**config.mk**
```make
export PLATFORM = sky130hd
export DESIGN_NAME = game_369_referee_flat
export DESIGN_NICKNAME = d
export VERILOG_FILES = /design/src/rtl/game_369_pkg.sv /design/src/rtl/game_369_referee_if.sv /design/src/rtl/counter_369_en.sv /design/src/rtl/game_369_referee.sv /design/src/flat_wrapper.sv
export SDC_FILE = /design/constraint.sdc
export NUM_CORES = 1
export LEC_CHECK = 0
export ABC_CLOCK_PERIOD_IN_PS = 8900
export CAP_MARGIN = 20
export CORE_MARGIN = 2
export CORE_UTILIZATION = 35
export CTS_BUF_LIST = sky130_fd_sc_hd__clkbuf_2 sky130_fd_sc_hd__clkbuf_4 sky130_fd_sc_hd__clkbuf_8
export DETAILED_ROUTE_END_ITERATION = 6
export PLACE_DENSITY = 0.64
export RECOVER_POWER = 50
export SYNTH_ARGS = -nofsm -noshare
export SYNTH_HDL_FRONTEND = slang
export SYNTH_SLANG_ARGS = --single-unit
```
**constraint.sdc**
```tcl
create_clock -name clk -period 8.9 [get_ports clk]
set_input_delay 1.335 -clock clk [delete_from_list [all_inputs] [get_ports clk]]
set_output_delay 1.335 -clock clk [all_outputs]
set_load 0.02 [all_outputs]
```
**src/rtl/game_369_pkg.sv**
```systemverilog
// Shared types and sequence helpers for the 369 referee.
package game_369_pkg;

   typedef enum logic [1:0] {IDLE, PLAY, DONE} state_t;

   localparam logic [3:0] SEQ_0  = 4'd0;
   localparam logic [3:0] SEQ_3  = 4'd3;
   localparam logic [3:0] SEQ_6  = 4'd6;
   localparam logic [3:0] SEQ_9  = 4'd9;
   localparam logic [3:0] SEQ_13 = 4'd13;

   // Every nonzero value in the sequence contains a 3, 6 or 9.
   function automatic logic expected_clap(input logic [3:0] c);
      return c != SEQ_0;
   endfunction

   function automatic logic [3:0] next_369(input logic [3:0] c);
      case (c)
         SEQ_0:   return SEQ_3;
         SEQ_3:   return SEQ_6;
         SEQ_6:   return SEQ_9;
         SEQ_9:   return SEQ_13;
         SEQ_13:  return SEQ_6;
         default: return SEQ_0;
      endcase
   endfunction

endpackage

```
**src/rtl/game_369_referee_if.sv**
```systemverilog
// Player-side answers in, turn/score/result out.
interface game_369_referee_if #(parameter int N_PLAYERS = 4);
   logic [N_PLAYERS-1:0] resp_valid;
   logic [N_PLAYERS-1:0] resp_clap;
   logic [N_PLAYERS-1:0] turn;
   logic [3:0]           count;
   logic [N_PLAYERS-1:0] alive;
   logic                 ok_pulse;
   logic                 fail_pulse;
   logic                 done;
   logic [N_PLAYERS-1:0] winner;

   modport master (
      output resp_valid, resp_clap,
      input  turn, count, alive, ok_pulse, fail_pulse, done, winner
   );

   modport slave (
      input  resp_valid, resp_clap,
      output turn, count, alive, ok_pulse, fail_pulse, done, winner
   );
endinterface

```
**src/rtl/counter_369_en.sv**
```systemverilog
// 4-bit 369 sequence register with clear and advance enable.
module counter_369_en
   import game_369_pkg::*;
(
   input  logic       clk,
   input  logic       reset,
   input  logic       clear,
   input  logic       advance,
   output logic [3:0] count
);

   always_ff @(posedge clk) begin
      if (reset || clear)
         count <= SEQ_0;
      else if (advance)
         count <= next_369(count);
   end

endmodule

```
**src/rtl/game_369_referee.sv**
```systemverilog
// Grants turns round-robin, judges answers against the 369 count, tracks survivors.
module game_369_referee
   import game_369_pkg::*;
#(
   parameter int N_PLAYERS = 4,
   parameter int TIMEOUT   = 8
)(
   input  logic                clk,
   input  logic                reset,
   input  logic                start,
   game_369_referee_if.slave   bus
);

   localparam int CW = $clog2(N_PLAYERS);
   localparam int TW = $clog2(TIMEOUT + 1);

   state_t               state;
   logic [N_PLAYERS-1:0] alive_q, alive_nxt;
   logic [CW-1:0]        cur, nxt;
   logic [TW-1:0]        timer;
   logic [N_PLAYERS-1:0] turn_q, winner_q;
   logic                 ok_q, fail_q, done_q;
   logic [3:0]           count;
   logic                 hit, expired, judged, correct, start_ok;

   counter_369_en u_counter (
      .clk     (clk),
      .reset   (reset),
      .clear   (start_ok),
      .advance (judged),
      .count   (count)
   );

   always_comb begin
      start_ok = start && (state == IDLE || state == DONE);
      hit      = bus.resp_valid[cur];
      expired  = timer == TW'(TIMEOUT - 1);
      judged   = (state == PLAY) && (hit || expired);
      correct  = hit && (bus.resp_clap[cur] == expected_clap(count));
      alive_nxt = alive_q;
      if (judged && !correct)
         alive_nxt[cur] = 1'b0;
      // Scan downward so the nearest alive index after cur wins.
      nxt = cur;
      for (int i = N_PLAYERS - 1; i >= 1; i--) begin
         if (alive_nxt[(int'(cur) + i) % N_PLAYERS])
            nxt = CW'((int'(cur) + i) % N_PLAYERS);
      end
   end

   always_ff @(posedge clk) begin
      if (reset) begin
         state    <= IDLE;
         alive_q  <= '1;
         cur      <= '0;
         timer    <= '0;
         turn_q   <= '0;
         winner_q <= '0;
         ok_q     <= 1'b0;
         fail_q   <= 1'b0;
         done_q   <= 1'b0;
      end else begin
         ok_q   <= 1'b0;
         fail_q <= 1'b0;
         case (state)
            IDLE, DONE: begin
               if (start) begin
                  state    <= PLAY;
                  alive_q  <= '1;
                  cur      <= '0;
                  timer    <= '0;
                  turn_q   <= N_PLAYERS'(1);
                  winner_q <= '0;
                  done_q   <= 1'b0;
               end
            end
            PLAY: begin
               if (judged) begin
                  ok_q    <= correct;
                  fail_q  <= !correct;
                  alive_q <= alive_nxt;
                  timer   <= '0;
                  if ($onehot(alive_nxt)) begin
                     state    <= DONE;
                     done_q   <= 1'b1;
                     winner_q <= alive_nxt;
                     turn_q   <= '0;
                  end else begin
                     cur    <= nxt;
                     turn_q <= N_PLAYERS'(1) << nxt;
                  end
               end else begin
                  timer <= timer + 1'b1;
               end
            end
            default: state <= IDLE;
         endcase
      end
   end

   assign bus.turn       = turn_q;
   assign bus.count      = count;
   assign bus.alive      = alive_q;
   assign bus.ok_pulse   = ok_q;
   assign bus.fail_pulse = fail_q;
   assign bus.done       = done_q;
   assign bus.winner     = winner_q;

endmodule

```
**src/flat_wrapper.sv**
```systemverilog
// flat-port wrapper written by rule: the top's interface ports become plain ports
module game_369_referee_flat import game_369_pkg::*;
#(
   parameter int N_PLAYERS = 4,
   parameter int TIMEOUT   = 8
)
  (clk, reset, start, bus_resp_valid, bus_resp_clap, bus_turn, bus_count, bus_alive, bus_ok_pulse, bus_fail_pulse, bus_done, bus_winner);
  game_369_referee_if #(.N_PLAYERS(N_PLAYERS)) bus_i ();
  input  logic clk;
  input  logic reset;
  input  logic start;
  input wire logic [$bits(bus_i.resp_valid)-1:0] bus_resp_valid;
  input wire logic [$bits(bus_i.resp_clap)-1:0] bus_resp_clap;
  output wire logic [$bits(bus_i.turn)-1:0] bus_turn;
  output wire logic [$bits(bus_i.count)-1:0] bus_count;
  output wire logic [$bits(bus_i.alive)-1:0] bus_alive;
  output wire logic [$bits(bus_i.ok_pulse)-1:0] bus_ok_pulse;
  output wire logic [$bits(bus_i.fail_pulse)-1:0] bus_fail_pulse;
  output wire logic [$bits(bus_i.done)-1:0] bus_done;
  output wire logic [$bits(bus_i.winner)-1:0] bus_winner;
  assign bus_i.resp_valid = bus_resp_valid;
  assign bus_i.resp_clap = bus_resp_clap;
  assign bus_turn = bus_i.turn;
  assign bus_count = bus_i.count;
  assign bus_alive = bus_i.alive;
  assign bus_ok_pulse = bus_i.ok_pulse;
  assign bus_fail_pulse = bus_i.fail_pulse;
  assign bus_done = bus_i.done;
  assign bus_winner = bus_i.winner;
  game_369_referee #(.N_PLAYERS(N_PLAYERS), .TIMEOUT(TIMEOUT)) u_core (.clk(clk), .reset(reset), .start(start), .bus(bus_i));
endmodule
```
==> flow_metrics.py <==
metrics = {
    "global_routing": {
        "grt_first_pass_wirelength_um": 6200,
        "overflow": 0,
        "grt_max_degree": 23,
        "grt_pass1_vias": 1308,
        "antenna_found_initial": 0,
        "grt_usage_pct": 14.0,
    },
    "clocking": {
        "tritoncts": "built",
        "hold_buffers": 0,
        "cts.clk_slew.worst_paths_ps": 90,
        "clk_path_buf_depth": 2,
        "post-cts-setup-buffers": 0,
        "cts_buffers": 3,
        "cts-root-buf": "clkbuf_8",
        "h-tree-depth": 1,
        "cts_num_sinks": 27,
        "clkLatencyLatePin_ps": 270,
        "cts_resized": 0,
    },
    "yosys": {
        "synth_cells": 198,
        "synth_top_area_share_pct": 30.8,
        "netlist_top_cells_count": "dfxtp_1, nor2_1, nand2_1, a21oi_1, o21ai_0",
        "netlist_top_cells_area": "dfxtp_1, nor2_1, ha_1",
        "ys_seq_area_share_pct": 30.8,
        "synth_top_cell_by_area": "dfxtp_1",
        "synthFlopType": "dfxtp_1",
        "synth_edf_count": 0,
        "yosysWarnings": 0,
        "synthArstFlopShare_pct": 0,
        "syn-cell-area_um2": 1750,
        "synth_cell_type_count": 61,
        "ys_ff_latch": 27,
        "avgSynthCellArea_um2": 8.85,
        "synth_nets": 218,
    },
    "detailed_routing": {
        "first_pass_iters": 4,
        "drt-total-wl_um": 3640,
        "wl_per_cell_um": 12.6,
        "via_count": 1457,
        "antenna_left": 0,
        "vias_per_cell": 5.04,
        "drt_iter0_markers": 81,
        "drc": 0,
    },
    "timing": {
        "finalCritPeriodShare_pct": 56.7,
        "fmax_mhz": 198,
        "tightest_slew_ps": 944,
        "finalSetupTns_ps": 0,
        "final.setup_skew_ps": 2.81,
        "slew_headroom_pct": 36.4,
        "fin_crit_ps": 5050,
        "drv_slew": 0,
        "rsz0062_at_grt": "false",
        "finalSetupViolCount": 0,
        "hold_viol": 0,
    },
    "pwr": {
        "cellPowerDensity_nw_per_um2": 131,
        "leakage_nw": 0.768,
        "peakVddDrop_uv": 76.8,
    },
    "cells_and_area": {
        "fillers": 493,
        "drive_gt1_share_pct": 8.56,
        "syn_to_final_growth_pct": 17.3,
        "antenna_cells": 0,
        "nets": 243,
        "multi_input_area_um2": 1070,
        "finalInstanceArea_um2": 2060,
        "regArea_um2": 541,
    },
    "job": {
        "drv_cap": 0,
    },
    "worst_setup_path": {
        "cp.required_ps": 9100,
        "cp-startpoint": "bus_resp_valid[2]",
        "reg2reg_from": "u_core.cur[0]",
        "worst_r2r_path_depth": 11,
        "worstPathCellList": "dlygate4sd3_1 > mux4_2 > nor2b_1 > nand2b_1 > o21ai_0 > ha_1 > ha_1 > fa_1 > nor2_1 > and2_1 > or4_1 > o31ai_2",
        "crit_end": "u_core.bus.turn[1]",
        "cp-start-kind": "input port",
        "worstSetupEndpointType": "flop",
        "path_class": "in -> reg",
        "r2r-end": "u_core.bus.turn[1]",
        "crit_arrival_ps": 5250,
        "path_max_fanout": 8,
        "cpMostUsedCell": "ha_1",
        "slowest_stage": "mux4_2",
        "r2r_setup_slack_ps": 4480,
        "cp_slowest_stage_delay_ps": 550,
    },
    "floorplan": {
        "start_util_pct": 36.6,
        "rows": 25,
        "fp.dieW_um": 74.8,
        "pin_count": 30,
        "core_um2": 4790,
        "dieHeight_um": 74.8,
        "die_area_um2": 5590,
    },
    "placed_design": {
        "placedInstanceArea_um2": 2020,
        "finalWeightedCongestion": 0.853,
        "hpwl_um": 2730,
        "portBuffers": 29,
    },
    "worst_hold_path": {
        "hold_path_class": "reg -> reg",
    },
    "run_status": {
        "status": "finished clean",
    },
}
## cell usage in the layout, fill, tap and decap left out, drive strengths merged, types with 3 or more instances in the layout
master	n
clkdlybuf4s50	9
a21oi	13
nor2	27
nand3	3
a22oi	5
nand2b	10
clkbuf	3
nand2	17
mux2i	7
dfxtp	27
inv	6
nor4	3
o21ai	14
a31oi	4
ha	8
dlygate4sd3	20
and2	3
## per-stage QoR
step	hold WS [ps]	util (%)	cells	total power, mW	setup slack, ps
after floorplan	437	-	198	0.190	4590
after global placement	457	42.3	285	0.206	4010
after detailed placement	457	42.3	285	0.206	3970
after CTS	477	43.3	289	0.275	4240
after global routing	506	43.0	289	0.287	3570
final	469	43.0	289	0.270	3850
## area by class of cell
cell class / instances / share of cell area, %
Tap cell: 67 / 4.08
Timing Repair Buffer: 29 / 14.1
Inverter: 6 / 1.10
Clock buffer: 3 / 2.01
Sequential cell: 27 / 26.3
Clock inverter: 1 / 0.243
Multi-Input combinational cell: 156 / 52.2
## where the power goes
group | switching [mW] | internal (mW)
sequential | 0.00718 | 0.125
combinational | 0.0387 | 0.0309
clock | 0.0370 | 0.0313
## routing by layer
layer  global-route usage, %  share of wire, %  vias up
met3                    2.01               4.3        4
met1                    21.3                53      660
met2                    20.8                42       32
li1                        -                 -      761
met4                    2.98              0.66        0
met5                       0                 0        -
## worst min-delay path by stage
stage	depth (start not counted)	to	startpoint	slack, ps
after CTS	2	u_core.bus.turn[3]	u_core.bus.turn[3]	480
after global routing	2	u_core.bus.turn[3]	u_core.bus.turn[3]	510
final	2	u_core.bus.turn[3]	u_core.bus.turn[3]	470
after detailed placement	2	u_core.bus.turn[3]	u_core.bus.turn[3]	460
after floorplan	1	u_core.timer[3]	u_core.timer[3]	440
after global placement	2	u_core.bus.turn[1]	u_core.bus.turn[1]	460
## cells by family (layout without fill, tap and decap cells)
logic type               count (synthesis)  count (layout)  share of synthesized area [%]
AO/OA/AOI/OAI                           54              54                           23.2
multiplexers                             9               9                           5.92
AND/OR/NAND/NOR                         81              81                           24.6
flip-flops                              27              27                           30.8
XOR/XNOR                                 3               3                           1.50
buffers and inverters                   15              39                           7.14
adder cells (fa/ha/maj)                  9               9                           6.85
## sequential cells by signal (all words and copies together), names as in the netlist
name,cells
u_core.bus.turn,4
u_core.u_counter.count,4
u_core.cur,2
u_core.bus.ok_pulse,1
u_core.bus.done,1
u_core.bus.alive,4
u_core.bus.winner,4
u_core.timer,4
u_core.bus.fail_pulse,1
u_core.state,2
## worst max-delay path, delay by kind of cell
kind / cells / cell delay [ps]
compound gates: 2 / 510
fa+ha+maj: 3 / 1100
simple gates: 5 / 1200
buf+inv: 1 / 540
mux: 1 / 550
(Power assumes the default switching activity.)
